`config.mk`:
```
export PLATFORM = sky130hd
export DESIGN_NAME = alu_core_flat
export DESIGN_NICKNAME = d
export VERILOG_FILES = /design/src/rtl/alu_pkg.sv /design/src/rtl/alu_core_if.sv /design/src/rtl/alu_datapath.sv /design/src/rtl/alu_core.sv /design/src/flat_wrapper.sv
export SDC_FILE = /design/constraint.sdc
export NUM_CORES = 1
export LEC_CHECK = 0
export CAP_MARGIN = 25
export CORE_MARGIN = 4
export CORE_UTILIZATION = 25
export DETAILED_ROUTE_END_ITERATION = 16
export HOLD_SLACK_MARGIN = 0.03
export PLACE_DENSITY_LB_ADDON = 0.2
export SLEW_MARGIN = 0
export SYNTH_ARGS = -nofsm -noshare
export SYNTH_HDL_FRONTEND = slang
export SYNTH_SLANG_ARGS = --single-unit
```
`constraint.sdc`:
```
create_clock -name clk -period 0.8 [get_ports clk]
set_clock_uncertainty 0.2 [all_clocks]
set_input_delay 0.08 -clock clk [delete_from_list [all_inputs] [get_ports clk]]
set_output_delay 0.08 -clock clk [all_outputs]
set_load 0.05 [all_outputs]
```
`src/rtl/alu_pkg.sv`:
```
// Shared definitions for the alu_core block: operand width default and the
// sixteen opcode encodings used by the datapath and by anything driving it.
package alu_pkg;

    // Operand width used when a parent does not override it.
    localparam int DEFAULT_WIDTH = 8;

    // Opcode encodings. All sixteen codes are defined, so there is no
    // illegal-opcode handling anywhere in the block.
    localparam logic [3:0] OP_ADD  = 4'b0000;
    localparam logic [3:0] OP_SUB  = 4'b0001;
    localparam logic [3:0] OP_MUL  = 4'b0010;
    localparam logic [3:0] OP_DIV  = 4'b0011;
    localparam logic [3:0] OP_SHL  = 4'b0100;
    localparam logic [3:0] OP_SHR  = 4'b0101;
    localparam logic [3:0] OP_ROL  = 4'b0110;
    localparam logic [3:0] OP_ROR  = 4'b0111;
    localparam logic [3:0] OP_AND  = 4'b1000;
    localparam logic [3:0] OP_OR   = 4'b1001;
    localparam logic [3:0] OP_XOR  = 4'b1010;
    localparam logic [3:0] OP_NOR  = 4'b1011;
    localparam logic [3:0] OP_NAND = 4'b1100;
    localparam logic [3:0] OP_XNOR = 4'b1101;
    localparam logic [3:0] OP_GT   = 4'b1110;
    localparam logic [3:0] OP_EQ   = 4'b1111;

endpackage

```
`src/rtl/alu_core_if.sv`:
```
// Operand/opcode/result bundle between a datapath master and the ALU.
// The master presents A, B and ALU_Sel every cycle and reads the registered
// ALU_Result one cycle later; there is no handshake.
interface alu_core_if
    import alu_pkg::*;
#(
    parameter int WIDTH = DEFAULT_WIDTH
) ();

    logic [WIDTH-1:0] A;
    logic [WIDTH-1:0] B;
    logic [3:0]       ALU_Sel;
    logic [WIDTH:0]   ALU_Result;

    modport master (
        output A,
        output B,
        output ALU_Sel,
        input  ALU_Result
    );

    modport slave (
        input  A,
        input  B,
        input  ALU_Sel,
        output ALU_Result
    );

endinterface

```
`src/rtl/alu_datapath.sv`:
```
// Purely combinational ALU function: selects one of sixteen unsigned
// operations on a and b and produces the WIDTH+1 bit next result. The top
// bit carries carry, borrow or shifted-out MSB where the operation has one.
module alu_datapath
    import alu_pkg::*;
#(
    parameter int WIDTH = DEFAULT_WIDTH
) (
    input  logic [WIDTH-1:0] a,
    input  logic [WIDTH-1:0] b,
    input  logic [3:0]       sel,
    output logic [WIDTH:0]   result
);

    // Zero-extended operands so arithmetic naturally lands in WIDTH+1 bits:
    // the add carry and the subtract borrow fall into the top bit, and the
    // multiply truncates to the low WIDTH+1 bits of the full product.
    logic [WIDTH:0] a_ext;
    logic [WIDTH:0] b_ext;
    logic           divide_by_zero;

    assign a_ext          = {1'b0, a};
    assign b_ext          = {1'b0, b};
    assign divide_by_zero = (b == '0);

    // Opcode decode producing the next registered result.
    always_comb begin
        result = '0;
        case (sel)
            OP_ADD:  result = a_ext + b_ext;
            OP_SUB:  result = a_ext - b_ext;
            OP_MUL:  result = a_ext * b_ext;
            OP_DIV:  result = divide_by_zero ? '1 : {1'b0, a / b};
            OP_SHL:  result = {a, 1'b0};
            OP_SHR:  result = {2'b00, a[WIDTH-1:1]};
            OP_ROL:  result = {1'b0, a[WIDTH-2:0], a[WIDTH-1]};
            OP_ROR:  result = {1'b0, a[0], a[WIDTH-1:1]};
            OP_AND:  result = {1'b0, a & b};
            OP_OR:   result = {1'b0, a | b};
            OP_XOR:  result = {1'b0, a ^ b};
            OP_NOR:  result = {1'b0, ~(a | b)};
            OP_NAND: result = {1'b0, ~(a & b)};
            OP_XNOR: result = {1'b0, ~(a ^ b)};
            OP_GT:   result = {{WIDTH{1'b0}}, (a > b)};
            OP_EQ:   result = {{WIDTH{1'b0}}, (a == b)};
        endcase
    end

endmodule

```
`src/rtl/alu_core.sv`:
```
// Leaf arithmetic/logic unit for the datapath. Operands and opcode are
// sampled on every rising clock edge and the WIDTH+1 bit result is presented
// one cycle later. An asynchronous active-low reset clears the result at once.
module alu_core
    import alu_pkg::*;
#(
    parameter int WIDTH = DEFAULT_WIDTH
) (
    input  logic       clk,
    input  logic       rst_n,
    alu_core_if.slave  bus
);

    logic [WIDTH:0] next_result;
    logic [WIDTH:0] result_q;

    alu_datapath #(
        .WIDTH (WIDTH)
    ) u_datapath (
        .a      (bus.A),
        .b      (bus.B),
        .sel    (bus.ALU_Sel),
        .result (next_result)
    );

    // Output register: loads the datapath result each edge, cleared
    // immediately whenever reset is asserted.
    always_ff @(posedge clk or negedge rst_n) begin
        if (!rst_n) begin
            result_q <= '0;
        end else begin
            result_q <= next_result;
        end
    end

    assign bus.ALU_Result = result_q;

endmodule

```
`src/flat_wrapper.sv`:
```
// flat-port wrapper written by rule: the top's interface ports become plain ports
module alu_core_flat import alu_pkg::*;
#(
    parameter int WIDTH = DEFAULT_WIDTH
)
  (clk, rst_n, bus_A, bus_B, bus_ALU_Sel, bus_ALU_Result);
  alu_core_if #(.WIDTH(WIDTH)) bus_i ();
  input  logic clk;
  input  logic rst_n;
  input wire logic [$bits(bus_i.A)-1:0] bus_A;
  input wire logic [$bits(bus_i.B)-1:0] bus_B;
  input wire logic [$bits(bus_i.ALU_Sel)-1:0] bus_ALU_Sel;
  output wire logic [$bits(bus_i.ALU_Result)-1:0] bus_ALU_Result;
  assign bus_i.A = bus_A;
  assign bus_i.B = bus_B;
  assign bus_i.ALU_Sel = bus_ALU_Sel;
  assign bus_ALU_Result = bus_i.ALU_Result;
  alu_core #(.WIDTH(WIDTH)) u_core (.clk(clk), .rst_n(rst_n), .bus(bus_i));
endmodule
```
Yosys cells after proc, flatten, opt, wreduce, memory -nomap -nowiden:

Index checks and enable logic that the tools add are counted.

* output and inout port bits: 9
* input bits: 22
* register bits: 9
* word-level logic and storage cells: 32

* div/mod/pow operators: 1
* order comparisons: 1
* multiply operators: 1
* muxes and demuxes: 2
* equality and inequality tests: 16
* bitwise gates (word level): 6
* add/sub/neg operators: 2
* reduce and logical (&&, ||, !) cells: 2

Operator list (number)
* $pmux W9 S16: 1
* $eq A4 B4 Y1 const B: 8
* $not A8 Y8: 3
* $eq A4 B3 Y1 const B: 4
* $add A8 B8 Y9: 1
* $mul A8 B8 Y9: 1
* $mux W9: 1
* $sub A8 B8 Y9: 1
* $and A8 B8 Y8: 1
* $div A8 B8 Y8: 1
* $eq A4 B2 Y1 const B: 2
* $eq A8 B8 Y1: 1
* $gt A8 B8 Y1: 1
* $logic_not A8 Y1: 1
* $or A8 B8 Y8: 1
* $xor A8 B8 Y8: 1
* $eq A4 B1 Y1 const B: 1
* $logic_not A4 Y1: 1

Logic depth before layout (Yosys ltp):

* word-level depth: 3
* mapped depth: 47
* mapped depth without buffers: 47

Hierarchy:

From an unflattened synthesis, not the netlist that was laid out.

* cell total of the unflattened synthesis: 585
* area total of the unflattened synthesis: 4494.3 um^2

By module, submodules not included
* alu_datapath: area each 4269.1 um^2, instances 1, sequential area each 0.0 um^2, cells an instance 576
* alu_core: area each 225.2 um^2, instances 1, sequential area each 225.2 um^2, cells an instance 9

Worst setup path before layout:

No wires, ideal clock.

* kind: input to register
* start point: input port bus_B[6]
* end point: register u_core.result_q[0], in the netlist u_core.bus.ALU_Result[0]
* data required time: 0.463 ns
* setup time: 0.137 ns
* arrival: 9.760 ns
* slack: -9.297 ns
* buffers on the path: 0
* stages: 43
* cells stage by stage: nor4_4 > nand3_1 > and2_1 > ha_1 > o21ai_0 > a2111o_1 > nand3_1 > o21ai_0 > ha_1 > a21oi_1 > a211oi_2 > mux2_2 > ha_1 > o211ai_1 > a21boi_0 > o21ai_2 > mux2_4 > ha_1 > [7 not listed] > o21ai_0 > a21boi_2 > mux2_2 > a21oi_1 > ha_1 > and3_1 > a21oi_1 > a2bb2oi_1 > o21ai_1 > nor2_1 > a21oi_1 > ha_1 > a21o_1 > a21oi_1 > o21ai_0 > a21oi_1 > o21a_1 > o211ai_1

* longest elaborated chain between the ends: 3
* elaborated cells between the ends (all ways): 6
* classes of those cells: 1 x div; 1 x order compare; 1 x eq/ne; 2 x mux; 1 x reduce/logical

Ends and longest elaborated chain
* from (decl): RTL line flat_wrapper.sv:11 `input wire logic [$bits(bus_i.B)-1:0] bus_B;`
* $div A8 B8 Y8 / $logic_not A8 Y1 (equally long branches): RTL line alu_datapath.sv:33, alu_datapath.sv:24
* $mux W9: RTL line alu_datapath.sv:33 `OP_DIV: result = divide_by_zero ? '1 : {1'b0, a / b};`
* $pmux W9 S16 *: RTL line alu_datapath.sv:29 `case (sel)`
* via u_core.next_result[0]: RTL line alu_core.sv:14 `logic [WIDTH:0] next_result;`
* to (signal assigned): RTL line alu_core.sv:32 `result_q <= next_result;`
* to (decl): RTL line alu_core.sv:15 `logic [WIDTH:0] result_q;`

Mark *: on every way through the listed nets, which the timed path passes. The rest lies on a longest branch.

Worst setup path in the final report:

Ends and elaborated chain as after synthesis.

==> key figures <==
Clock network
  • CTS Buffer Depth: 2
  • CTS tree: done
  • CTS buffer count: 3
  • Clock root buffer: clkbuf_16
  • # clock sinks: 9
  • CTS H-tree depth: 1
  • Reg clk slew, reported paths: 0.04 ns

Floorplan
  • Core area: 18000 sq um
  • Starting Density: 25.5%
  • Row Count: 49
  • Die Height: 144 um
  • Die X: 144 um
  • DIE AREA: 20600 sq um
  • # IOs: 31

Critical path
  • Crit-path slowest cell: a2111o_1
  • Critical path class: primary input to register
  • CP Buf/Inv Count: 7
  • Crit-path max FO: 7
  • Worst path top cell family by delay: compound AO/OA/AOI/OAI gates
  • WP data required: 0.68 ns
  • Worst EP arrival: 9.07 ns
  • Slowest stage delay, CP: 0.41 ns
  • CP endpoint kind: register
  • Crit path top cell by count: ha_4
  • CP startpoint kind: primary input

Timing
  • Worst-Margin Slew: 0.636 ns
  • Shortest period the worst path allows: 9.19 ns
  • Fmax: 109 MHz
  • Worst rel slew slack: 57.0%
  • PnR worst setup slack: -8.39 ns
  • RSZ-0062 raised after global routing: true
  • Pins Over Slew Limit: 0
  • Hold Slack: -0.0246 ns
  • Setup violators final: 18
  • Final period utilization: 1150%
  • Final hold violation count: 9

Global route
  • GRT Overall Usage: 19.0%
  • Vias in the first global route: 5786
  • Gr ovfl total: 0
  • Antenna violations before repair: 1
  • First-pass GRT wire length: 30.9 mm
  • Largest net degree at the start of global routing: 23

Synth
  • YS warnings: 0
  • Cell Area, Synth: 4600 sq um
  • Post-Syn Instances: 616
  • Post-synthesis compound-gate area fraction: 25.3%
  • Synth Net Count: 738
  • Synth async-reset ratio: 100%
  • Largest family of logic cells by synthesized area: adder cells
  • Area leader, netlist: ha_1
  • Post-synth EDFFs: 0
  • Post-synthesis mux area share: 5.60%
  • #FFs+latches synth: 9
  • Ranking of synthesized cells by area: ha_1, fa_1, nor2_1
  • Synth Area in Adders: 30.5%
  • Post-Synth XOR/XNOR Area: 6.39%
  • Yosys top cell area share: 21.8%
  • Post-synth cell types: 70
  • Simple-gate share of the synthesized area: 20.6%
  • Most used DFF post-synth: dfrtp_1
  • Post-synthesis sequential area ratio: 4.89%
  • Mapped Avg Cell Area: 7.47 sq um

Placement
  • Dpl hpwl: 15.4 mm
  • RD Place Congestion: 0.948
  • Buffers on Ports: 30
  • Post-DP Area: 6890 sq um
  • Pre-CTS setup slack: -9.30 ns

Route
  • Post-route DRC: 0
  • Initial DRC count: 394
  • Routed vias/inst: 5.09
  • Antenna Nets Post-Route: 0
  • DRT Pass-1 Iters: 5
  • DR WL/cell: 18.0 um
  • WL final: 19.7 mm
  • DR vias: 5557

Power
  • Pwr/cell area: 1230 nW/um^2
  • Lkg Pwr: 3.66 nW
  • Peak supply drop: 1.20 mV

Status
  • Status: finished with violations
  • Failing checks: negative hold slack, negative setup slack

Layout
  • Nets: 985
  • # diodes: 0
  • Final Instance Area: 8020 sq um
  • P&R area growth vs syn: 74.2%
  • Max reg flops: 9
  • Share of layout cells above drive strength 1: 47.0%

Worst hold path
  • Worst min path class: primary input to asynchronous set/reset pin

Job
  • Max cap viols: 0
[area by class of cell]
type | instances | area [sq um]
fill | 1784 | 10000
multi-input combinational | 524 | 4870
timing repair buffer | 267 | 2300
tap | 229 | 287
inverter | 58 | 239
sequential | 9 | 235
clock buffer | 4 | 78.8
[synth_stat cells, types with 13 or more instances]
library cell,number
inv_1,56
fa_1,20
o21ai_0,29
nor3_1,17
clkbuf_1,22
mux2i_1,13
ha_1,80
xor2_1,13
xnor2_1,18
nand2_1,39
nor2_1,77
a21oi_1,43
[per-layer routing]
layer  up-vias  wire (um)  GRT usage [%]
met2       153       9390           32.7
met5         -          0              0
li1       2706          -              -
met3        33        982           1.90
met4         0        529           5.00
met1      2665       8770           25.3
[worst paths after layout]
path,startpoint,endpoint,slack (ns),depth (start not counted)
max,bus_B[6],u_core.bus.ALU_Result[0],-8.39,47
min,rst_n,u_core.bus.ALU_Result[2],-0.02,2
max in group asynchronous,rst_n,u_core.bus.ALU_Result[4],0.31,2
min in group clk,bus_ALU_Sel[0],u_core.bus.ALU_Result[4],0.28,4
[through the flow]
stage	TNS (ns)	hold WS (ns)	instances	utilization, %	power [W]
6_report	-48.22	-0.0246	1091	44.5	0.00985
5_1_grt	-50.47	-0.0110	1091	44.5	0.0106
4_1_cts	-46.73	-0.0217	1075	43.1	0.00924
3_5_place_dp	-51.02	0.212	1036	38.2	0.00741
3_3_place_gp	-50.18	0.216	1036	38.2	0.00732
2_1_floorplan	-41.54	-0.416	616	-	0.00465
[placed cells by master, fill, tap and decap left out, drive strengths merged, types with 6 or more instances in the layout]
master         netlist  routed
o21ai               31      31
dfrtp                9       9
a211oi               8       8
o21a                 9       9
xnor2               18      18
nor2b                8       8
nand2               40      40
o211ai               8       8
ha                  80      80
mux2                11      11
clkdlybuf4s50        0       6
a22oi                8       8
inv                 56      53
o32ai                6       6
mux2i               13      13
nand2b              12      12
nor3                17      17
fa                  20      20
buf                  3     254
xor2                13      13
a21o                 9       9
nor2                77      77
nand3               12      12
a21oi               43      43
[cell families after synthesis]
| logic type | after synthesis |
|---|---|
| AND/OR/NAND/NOR | 197 |
| XOR/XNOR | 32 |
| multiplexers | 24 |
| AO/OA/AOI/OAI | 171 |
| flip-flops | 9 |
| buffers and inverters | 83 |
| adder cells (fa/ha/maj) | 100 |
[timing repair]
item / 4_1_cts / 5_1_grt
hold endpoints to repair: 9 / 9
pin swaps: 79 / 60
gates resized for setup: 161 / 34
setup buffers: 37 / 19
setup endpoints to repair: 18 / 18
[power breakdown]
| part | switching, W | internal, W |
|---|---|---|
| sequential | 0.0000614 | 0.000545 |
| clock | 0.000194 | 0.000664 |
| combinational | 0.00414 | 0.00424 |
| total | 0.00440 | 0.00545 |
Note: power is estimated with default switching activity, not from simulation.
==> patch, RTL diff (same flow settings) <==
The package constant `DEFAULT_WIDTH` goes from 8 to 6.
--- a/src/rtl/alu_pkg.sv
+++ b/src/rtl/alu_pkg.sv
@@ -5,3 +5,3 @@
     // Operand width used when a parent does not override it.
-    localparam int DEFAULT_WIDTH = 8;
+    localparam int DEFAULT_WIDTH = 6;
 
Ports: changed (resized bus_A, bus_ALU_Result and bus_B); port bits go from 31 to 25. No check against the original RTL was run, so the function may have changed too.
==> patch against the original RTL <==
The run still ends with hold timing, setup timing left; clock power fell by 1%; die area fell by 35%; combinational power fell by 47%; maximum frequency rose by 43%; synthesized area fell by 37%; worst setup slack improved by 2.7 ns; routed wire length fell by 37%; critical path depth fell by 15; sequential cell count fell by 2; cell count fell by 34%; final area fell by 32%; power fell by 41%; utilization rose by 4.5 points; critical path type unchanged; critical endpoint unchanged; highest routed layer unchanged.
==> patch: results (changes against the original RTL) <==
- Largest net degree at the start of global routing: 22 (-4.3%)
- Iteration count of the initial detailed-routing pass: 4 (-1)
- Vias in the first global route: 3,749 (-35%)
- Critical path arrival: 6.34 ns (-2.73 ns)
- Sw frac: 0.403 (-0.0441)
- Post-cts resize count: 93 (-42%)
- Crit Path Max Fanout: 5 (-2)
- Crit path max-delay family: simple AND/OR/NAND/NOR gates
- Sequential area share after synthesis: 0.0607 (+0.0117)
- Non-clock inverter count in the final layout: 30 (-48%)
- Placed inst area: 0.00449 mm^2 (-35%)
- # port buffers: 24 (-20%)
- P_leak: 2.46 nW (-33%)
- Total number of sequential cells: 7 (-2)
- H-tree Lvls: 1 (unchanged)
- Post-DP HPWL: 9020 um (-42%)
- Global-route wire length before repair: 19,200 um (-38%)
- Multi-input gates: 319 (-39%)
- 1st-iter DRT viols: 124 (-69%)
- Final-layout clock-cell area share: 0.0145 (+0.00471)
- Status: finished with violations
- Max reg flops: 7 (-2)
- Max VDD drop: 0.00111 V (-7.8%)
- RePlAce Congestion: 0.956 (+0.83%)
- Distinct cell type count of the synthesized netlist: 62 (-11%)
- Inst Count DP: 658 (-36%)
- Routed wire length per instance: 17.1 um (-5.0%)
- Non-clk bufs: 218 (-18%)
- Syn Nets: 456 (-38%)
- Clock power frac: 0.146 (+0.059)
- # Post-CTS Setup Buffers: 42 (+14%)
- CP max stage delay: 0.55 ns (+0.14 ns)
- Rel. slew slack: 0.696 (+0.125)
- Syn Inst Count: 375 (-39%)
- Failing checks: hold timing, setup timing
- CP max stage cell: or4_4
- Fillers: 1,032 (-42%)
- Top cells by area, synth: ha_1 (23%), fa_1 (7.6%), dfrtp_1 (6.1%), nor2_1 (4.4%), a21oi_1 (4.3%)
- Final non-clock buffer share: 0.348 (+0.0606)
- Hold Slack: -0.0277 ns (-0.00312 ns)
- Setup Viol. Count Final: 14 (-4)
- Setup ws final: -5.65 ns (+2.75 ns)
- Fraction of area in multi-input gates: 0.548 (-0.0600)
- DR vias/cell: 5.10 (+0.11%)
- Final Hold Fails: 7 (-2)
- Initial antenna violation count: 0 (-1)
- Avg Cell Area, Syn: 7.70 um^2 (+3.0%)
- Overall Global Routing Usage: 0.180 (-0.00926)
- CP startpoint: bus_B[5]
## patch: cell count changes after synthesis, sizes merged, moves of 9 or more
cell,unedited run,this run
o21ai,31,17
clkbuf,22,10
a21oi,43,26
inv,56,30
nand3,12,3
nor2,77,34
ha,80,52
fa,20,11
nand2,40,26
## patch: cell families (layout without fill, tap and decap cells)
| family | after synthesis | after routing | synth area share |
|---|---|---|---|
| and+or+nand+nor | 114 | 114 | 0.201 |
| muxes | 13 | 13 | 0.0498 |
| buffers and inverters | 50 | 252 | 0.0685 |
| adders and majority gates | 63 | 63 | 0.302 |
| AOI/OAI and AO/OA | 107 | 108 | 0.255 |
| DFF | 7 | 7 | 0.0607 |
| xor gates and xnor gates | 21 | 21 | 0.0637 |
## patch: path summary, 6_finish.rpt
path                       slack [ns]                            endpoint
worst max-delay path            -5.65  u_core.bus.ALU_Result[0]$_DFF_PN0_
worst min-delay path            -0.03  u_core.bus.ALU_Result[4]$_DFF_PN0_
max in group asynchronous        0.32  u_core.bus.ALU_Result[2]$_DFF_PN0_
min in group clk                 0.47  u_core.bus.ALU_Result[3]$_DFF_PN0_
## patch: metal layers
| metal | GRT usage | routed length, um | vias to the layer above |
|---|---|---|---|
| li1 | - | - | 1775 |
| met2 | 0.324 | 6190 | 100 |
| met5 | 0 | 0 | - |
| met4 | 0.0383 | 238 | 0 |
| met3 | 0.0214 | 608 | 23 |
| met1 | 0.232 | 5260 | 1763 |
## patch: through the flow
| stage | utilization | setup WS [ns] | setup TNS [ns] |
|---|---|---|---|
| floorplan | - | -5.52 | -23.90 |
| global placement | 0.406 | -6.09 | -30.20 |
| detailed placement | 0.406 | -6.29 | -30.57 |
| CTS | 0.463 | -5.48 | -26.82 |
| global route | 0.489 | -5.85 | -28.59 |
| finish | 0.489 | -5.65 | -27.58 |
